`config.mk`:
```
export PLATFORM = sky130hd
export DESIGN_NAME = ctrl_reg_multimode
export DESIGN_NICKNAME = d
export VERILOG_FILES = /design/src/rtl/ctrl_reg_pkg.sv /design/src/rtl/ctrl_pulse_bit.sv /design/src/rtl/ctrl_reg_multimode.sv
export SDC_FILE = /design/constraint.sdc
export NUM_CORES = 1
export LEC_CHECK = 0
export CAP_MARGIN = 20
export CELL_PAD_IN_SITES_DETAIL_PLACEMENT = 0
export CELL_PAD_IN_SITES_GLOBAL_PLACEMENT = 1
export CORE_MARGIN = 1
export CORE_UTILIZATION = 24
export DETAILED_ROUTE_END_ITERATION = 8
export PLACE_DENSITY_LB_ADDON = 0.1
export SKIP_LAST_GASP = 1
export SYNTH_ARGS = -nofsm -noshare
export SYNTH_HDL_FRONTEND = slang
export SYNTH_SLANG_ARGS = --single-unit
```
`constraint.sdc`:
```
create_clock -name clock -period 1.4 [get_ports clock]
set_input_delay 0.21 -clock clock [delete_from_list [all_inputs] [get_ports clock]]
set_output_delay 0.21 -clock clock [all_outputs]
set_load 0.03 [all_outputs]
```
`src/rtl/ctrl_reg_pkg.sv`:
```
// ---------------------------------------------------------------------------
// ctrl_reg_pkg
// Shared definitions for the multimode control register:
//   - per-bit output mode encodings
//   - parameter legality bounds
//   - pulse_cnt_width(): width of a PULSE down-counter able to hold len
// ---------------------------------------------------------------------------
package ctrl_reg_pkg;

   localparam logic [1:0] MODE_DIRECT = 2'd0;
   localparam logic [1:0] MODE_SYNC   = 2'd1;
   localparam logic [1:0] MODE_TOGGLE = 2'd2;
   localparam logic [1:0] MODE_PULSE  = 2'd3;

   localparam int MAX_WIDTH     = 32;
   localparam int MAX_PULSE_LEN = 255;

   // Equivalent to $clog2(len + 1): number of bits needed to store len.
   function automatic int pulse_cnt_width(input int len);
      int w;
      w = 0;
      for (int k = 0; k < 32; k++) begin
         if ((1 << k) <= len) w = k + 1;
      end
      return w;
   endfunction

endpackage

```
`src/rtl/ctrl_pulse_bit.sv`:
```
// ---------------------------------------------------------------------------
// ctrl_pulse_bit
// One PULSE-mode control bit: a down-counter loaded with PulseLen on a
// trigger, decremented every edge while nonzero. The output is high while
// the counter is nonzero, i.e. for exactly PulseLen cycles after the load
// edge. A trigger while already running reloads the counter.
// Ports:
//   clock   in  block clock
//   reset   in  asynchronous active-low reset (counter -> 0)
//   clr     in  synchronous clear (counter -> 0), dominates load
//   load    in  trigger, sampled on clock edge
//   active  out counter != 0
// ---------------------------------------------------------------------------
module ctrl_pulse_bit
   import ctrl_reg_pkg::*;
#(
   parameter int PulseLen = 1
) (
   input  logic clock,
   input  logic reset,
   input  logic clr,
   input  logic load,
   output logic active
);

   localparam int CntW = pulse_cnt_width(PulseLen);

   logic [CntW-1:0] cnt_q;

   always_ff @(posedge clock or negedge reset) begin
      if (!reset) begin
         cnt_q <= '0;
      end else if (clr) begin
         cnt_q <= '0;
      end else if (load) begin
         cnt_q <= CntW'(PulseLen);
      end else if (cnt_q != '0) begin
         cnt_q <= cnt_q - CntW'(1);
      end
   end

   assign active = (cnt_q != '0);

endmodule

```
`src/rtl/ctrl_reg_multimode.sv`:
```
// ---------------------------------------------------------------------------
// ctrl_reg_multimode
// CPU-written control register, 1..32 bits, each bit with its own output
// mode selected at elaboration by {ModeMask1[i], ModeMask0[i]}:
//   DIRECT : control = shadow bit (new value visible from the write edge)
//   SYNC   : control = shadow bit delayed by one register stage
//   TOGGLE : writing 1 inverts the shadow bit, writing 0 does nothing
//   PULSE  : writing 1 (re)starts a PulseLen-cycle high pulse
// Ports:
//   clock       in  block clock, rising edge
//   reset       in  asynchronous active-low reset
//   wr_en       in  write strobe
//   wr_data     in  [Width] write data
//   wr_mask     in  [Width] per-bit write enable (qualified by wr_en)
//   ext_clr     in  synchronous clear to init state (only if ExtReset=1)
//   control     out [Width] control outputs
//   rd_data     out [Width] readback (SYNC bits read the pre-stage shadow)
//   pulse_busy  out OR of all active PULSE bits
// ---------------------------------------------------------------------------
module ctrl_reg_multimode
   import ctrl_reg_pkg::*;
#(
   parameter int               Width     = 8,
   parameter logic [Width-1:0] ModeMask0 = {Width{1'b0}},
   parameter logic [Width-1:0] ModeMask1 = {Width{1'b0}},
   parameter logic [Width-1:0] InitValue = {Width{1'b0}},
   parameter int               PulseLen  = 1,
   parameter bit               ExtReset  = 1'b0
) (
   input  logic             clock,
   input  logic             reset,
   input  logic             wr_en,
   input  logic [Width-1:0] wr_data,
   input  logic [Width-1:0] wr_mask,
   input  logic             ext_clr,
   output logic [Width-1:0] control,
   output logic [Width-1:0] rd_data,
   output logic             pulse_busy
);

   if (Width < 1 || Width > MAX_WIDTH) begin : g_bad_width
      $fatal(1, "ctrl_reg_multimode: Width must be in 1..32");
   end
   if (PulseLen < 1 || PulseLen > MAX_PULSE_LEN) begin : g_bad_pulse_len
      $fatal(1, "ctrl_reg_multimode: PulseLen must be in 1..255");
   end

   // Clear is folded to a constant 0 when the feature is disabled.
   logic clr;
   assign clr = ExtReset && ext_clr;

   logic [Width-1:0] ctrl_w;
   logic [Width-1:0] rd_w;
   logic [Width-1:0] pulse_w;

   for (genvar i = 0; i < Width; i++) begin : g_bit
      localparam logic [1:0] Mode = {ModeMask1[i], ModeMask0[i]};

      logic we;
      assign we = wr_en & wr_mask[i];

      if (Mode == MODE_PULSE) begin : g_pulse
         logic act;

         ctrl_pulse_bit #(
            .PulseLen (PulseLen)
         ) u_pulse (
            .clock  (clock),
            .reset  (reset),
            .clr    (clr),
            .load   (we & wr_data[i]),
            .active (act)
         );

         // InitValue is deliberately ignored here: pulses always idle low.
         assign ctrl_w[i]  = act;
         assign rd_w[i]    = act;
         assign pulse_w[i] = act;
      end else begin : g_level
         logic shadow_q;

         always_ff @(posedge clock or negedge reset) begin
            if (!reset) begin
               shadow_q <= InitValue[i];
            end else if (clr) begin
               shadow_q <= InitValue[i];
            end else if (we) begin
               if (Mode == MODE_TOGGLE) shadow_q <= shadow_q ^ wr_data[i];
               else                     shadow_q <= wr_data[i];
            end
         end

         if (Mode == MODE_SYNC) begin : g_sync
            logic stage_q;

            // The stage is cleared alongside the shadow so control shows the
            // init value from the clear edge, not one cycle later.
            always_ff @(posedge clock or negedge reset) begin
               if (!reset) begin
                  stage_q <= InitValue[i];
               end else if (clr) begin
                  stage_q <= InitValue[i];
               end else begin
                  stage_q <= shadow_q;
               end
            end

            assign ctrl_w[i] = stage_q;
         end else begin : g_nosync
            assign ctrl_w[i] = shadow_q;
         end

         assign rd_w[i]    = shadow_q;
         assign pulse_w[i] = 1'b0;
      end
   end

   assign control    = ctrl_w;
   assign rd_data    = rd_w;
   assign pulse_busy = |pulse_w;

endmodule

```
# Yosys cells after proc, flatten, opt, wreduce, memory -nomap -nowiden
# Index checks and enable logic that the tools add are counted.
[op_classes]
mux = 0
n_eq_ne = 0
shift = 0
bitwise_logic = 8
div = 0
mul = 0
n_addsub = 0
n_reduce_logical = 0
magnitude_cmp = 0
[ops]
columns = ["cell", "n"]
rows = [
  ["1-bit AND", 8],
]
[word_totals]
romBits = 0
ff_bits = 8
latch_bits = 0
wordCells = 16
mem_count = 0
mem_bits_rw = 0

# Depth between registers and ports, before layout
[logic_depth]
word_depth = 1
mapped_depth = 3
ltp_nobuf = 2

# Worst setup path before layout
# No wires, ideal clock.
[synth_timing]
kind = "in2reg"
startpoint = "in wr_en"
endpoint = "reg g_bit[0].g_level.shadow_q"
arrival_ns = 0.675
path_stages = 3
setup_ns = 0.125
t_required_ns = 1.275
setup_slack_ns = 0.600
n_path_buf = 1
path_cell_list = "buf_6 > nand2_1 > mux2_4"
[synth_via]
elab_chain_len = 1
[synth_lines]
columns = ["item", "line_no", "text"]
rows = [
  ["from (decl)", "ctrl_reg_multimode.sv:32", "input logic wr_en,"],
  ["1-bit AND", "ctrl_reg_multimode.sv:60", "assign we = wr_en & wr_mask[i];"],
  ["to (signal assigned)", "ctrl_reg_multimode.sv:84", "shadow_q <= InitValue[i];"],
  ["to (signal assigned)", "ctrl_reg_multimode.sv:86", "shadow_q <= InitValue[i];"],
  ["to (signal assigned)", "ctrl_reg_multimode.sv:88", "if (Mode == MODE_TOGGLE) shadow_q <= shadow_q ^ wr_data[i];"],
  ["to (decl)", "ctrl_reg_multimode.sv:80", "logic shadow_q;"],
]
# No other way between the ends.
# A chain may end at the register's enable or synchronous reset.

# Worst setup path in the final report
[layout_timing]
startpoint = "reg g_bit[5].g_level.shadow_q"
endpoint = "out rd_data[5]"
[layout_lines]
columns = ["item", "line_no", "text"]
rows = [
  ["from (decl)", "ctrl_reg_multimode.sv:80", ""],
  ["from (signal assigned)", "ctrl_reg_multimode.sv:84", ""],
  ["from (signal assigned)", "ctrl_reg_multimode.sv:86", ""],
  ["from (signal assigned)", "ctrl_reg_multimode.sv:88", ""],
  ["to (decl)", "ctrl_reg_multimode.sv:37", "output logic [Width-1:0] rd_data,"],
]
# No word-level cell between the ends.

==> metrics <==
leakage power approximately 0.37 nW; CORE AREA 1940 um2; slowest stage cell on the critical path dlygate4sd2_1; DRT iter0 DRCs 3; hold crit path type in2async; Largest Register g_bit.g_level.shadow_q; H-tree depth 1; CP required roughly 1.2 ns; FF+latch count, synth 8; Max clock buf depth 2; fmax 805 MHz; max reg flops 8; Critical Path Max Stage Delay around 0.41 ns; Final Cycle Share 0.888; RSZ-0062 raised after global routing false; GR Util met2 0.132; syn_nets 63; top-count cell post-synth buf_4; busiest grt layer met2; Layout area overhead 51.3%; port bufs 34; floorplan row count 16; Yosys top cell area share 0.406; CP Class reg2out; Starting Density 0.254; status finished, final reports clean; DRC violations left 0; delay-heaviest family, CP buffers and inverters; post-CTS sizing 16; CTS tree yes; Die Y 47.3 um; ys async rst share 1.00; Buf/Inv on CP 1; Post-synth EDFFs 0; first-pass GRT wire length between 1000 and 1500 um; Post-Synthesis Cells 43; clk_lat worst skew 0.24 ns; Total Routing Usage GR 0.0918; Top Registers g_bit.g_level.shadow_q: 8 flops; Final Hold Viols 0; TritonRoute pass-1 iters 4; max-cap viol count 0; wire per inst 9.36 um; sequential element share of the synthesized area 0.406; top post-synthesis cells by area dfrtp_1, buf_4, mux2_4; M3 GR Usage 0.0500; num ports 37; root buffer cell clkbuf_4; met1 global-route usage 0.115; die width around 47 um; final worst slack 0.157 ns; CP arrival just over 1 ns; critical path, cell by cell dlygate4sd2_1; share of post-route cells with drive strength above 1 0.203; CP Launch Type register; Synth cell types 6; syn_area_per_cell approximately 11 um2; P per Cell Area ~1100 nW/um2; CTS Buf Count 3; yosys warns 0; ys flop type dfrtp_1; Peak VDD IR approximately 450 uV; Die Footprint approximately 2200 um2; clk slew on worst S/H paths 0.06 ns; drt via density approximately 3.6; antenna-violating nets left 0; Sink Count 8; crit path capture type output port; pre-CTS setup slack slightly above 0.1 ns; antenna cells 0; GPL Wtd Cong around 0.58; final setup vio count 0; initial antenna violation count 0; flop-to-flop setup slack 0.64 ns; GRT overflow 0; Worst Path Max Fanout 3; Final min period 1.24 ns; final setup skew 0 ns; commonest cells in the netlist buf_4, dfrtp_1, mux2_4, nand2_1; Post-CTS Setup Inserts 0; Final Max Tran Viols 0; fin nets 86; WL final about 850 um; post-cts hold buffer count 0; vias in the first global route ~310; Setup TNS Final 0 ns; DR vias 332; post-synthesis cell area around 500 um2; largest net degree at the start of global routing 9; leading area contributor after synthesis dfrtp_1
## stage by stage
| stage | util | hold slack, ns | total power, mW | instances | area, um2 |
|---|---|---|---|---|---|
| finish | 0.384 | 0.241 | 0.821 | 91 | 746 |
| CTS | 0.384 | 0.253 | 0.840 | 91 | 746 |
| floorplan | - | -0.0856 | 0.608 | 43 | 493 |
| global placement | 0.383 | 0.520 | 0.706 | 88 | 743 |
| detailed placement | 0.383 | 0.517 | 0.706 | 88 | 743 |
| global route | 0.384 | 0.283 | 0.874 | 91 | 746 |
## layout by cell type, fill, tap and decap left out
cell type	count
clkdlybuf4s50_1	18
dlygate4sd2_1	16
nand2_1	8
mux2_4	8
dfrtp_1	8
clkbuf_4	3
buf_4	2
conb_1	1
## report_power, final
part           switching [mW]  internal, mW
sequential             0.0233         0.266
combinational           0.197         0.160
clock                  0.0755        0.0979
## cell families after synthesis
group	after synthesis	synth area share
mux	8	0.244
other cells	1	0.00761
buf+inv	18	0.282
flops	8	0.406
simple gates	8	0.0609
## final timing paths
kind,startpoint,endpoint,cells past startpoint
hold reg to reg,g_bit[4].g_level.shadow_q,g_bit[4].g_level.shadow_q,1
max in group asynchronous,reset,g_bit[2].g_level.shadow_q,1
setup / recovery,g_bit[5].g_level.shadow_q,rd_data[5],1
setup reg to reg,g_bit[5].g_level.shadow_q,g_bit[5].g_level.shadow_q,1
min in group clock,g_bit[4].g_level.shadow_q,g_bit[4].g_level.shadow_q,1
hold / removal,reset,g_bit[1].g_level.shadow_q,1
## per-layer routing
| metal | routed length, um | share of wire | vias to the layer above |
|---|---|---|---|
| li1 | - | - | 162 |
| met1 | 393 | 0.46 | 148 |
| met2 | 369 | 0.43 | 22 |
| met3 | 89 | 0.10 | 0 |
| met4 | 0 | 0 | 0 |
| met5 | 0 | 0 | - |
## area by class of cell
class / count / area (um2)
Sequential cell: 8 / 200
Multi-Input combinational cell: 17 / 154
Fill cell: 207 / 1200
Clock buffer: 3 / 22.5
Tap cell: 27 / 33.8
Timing Repair Buffer: 36 / 335
Note: power is estimated with default switching activity, not from simulation.
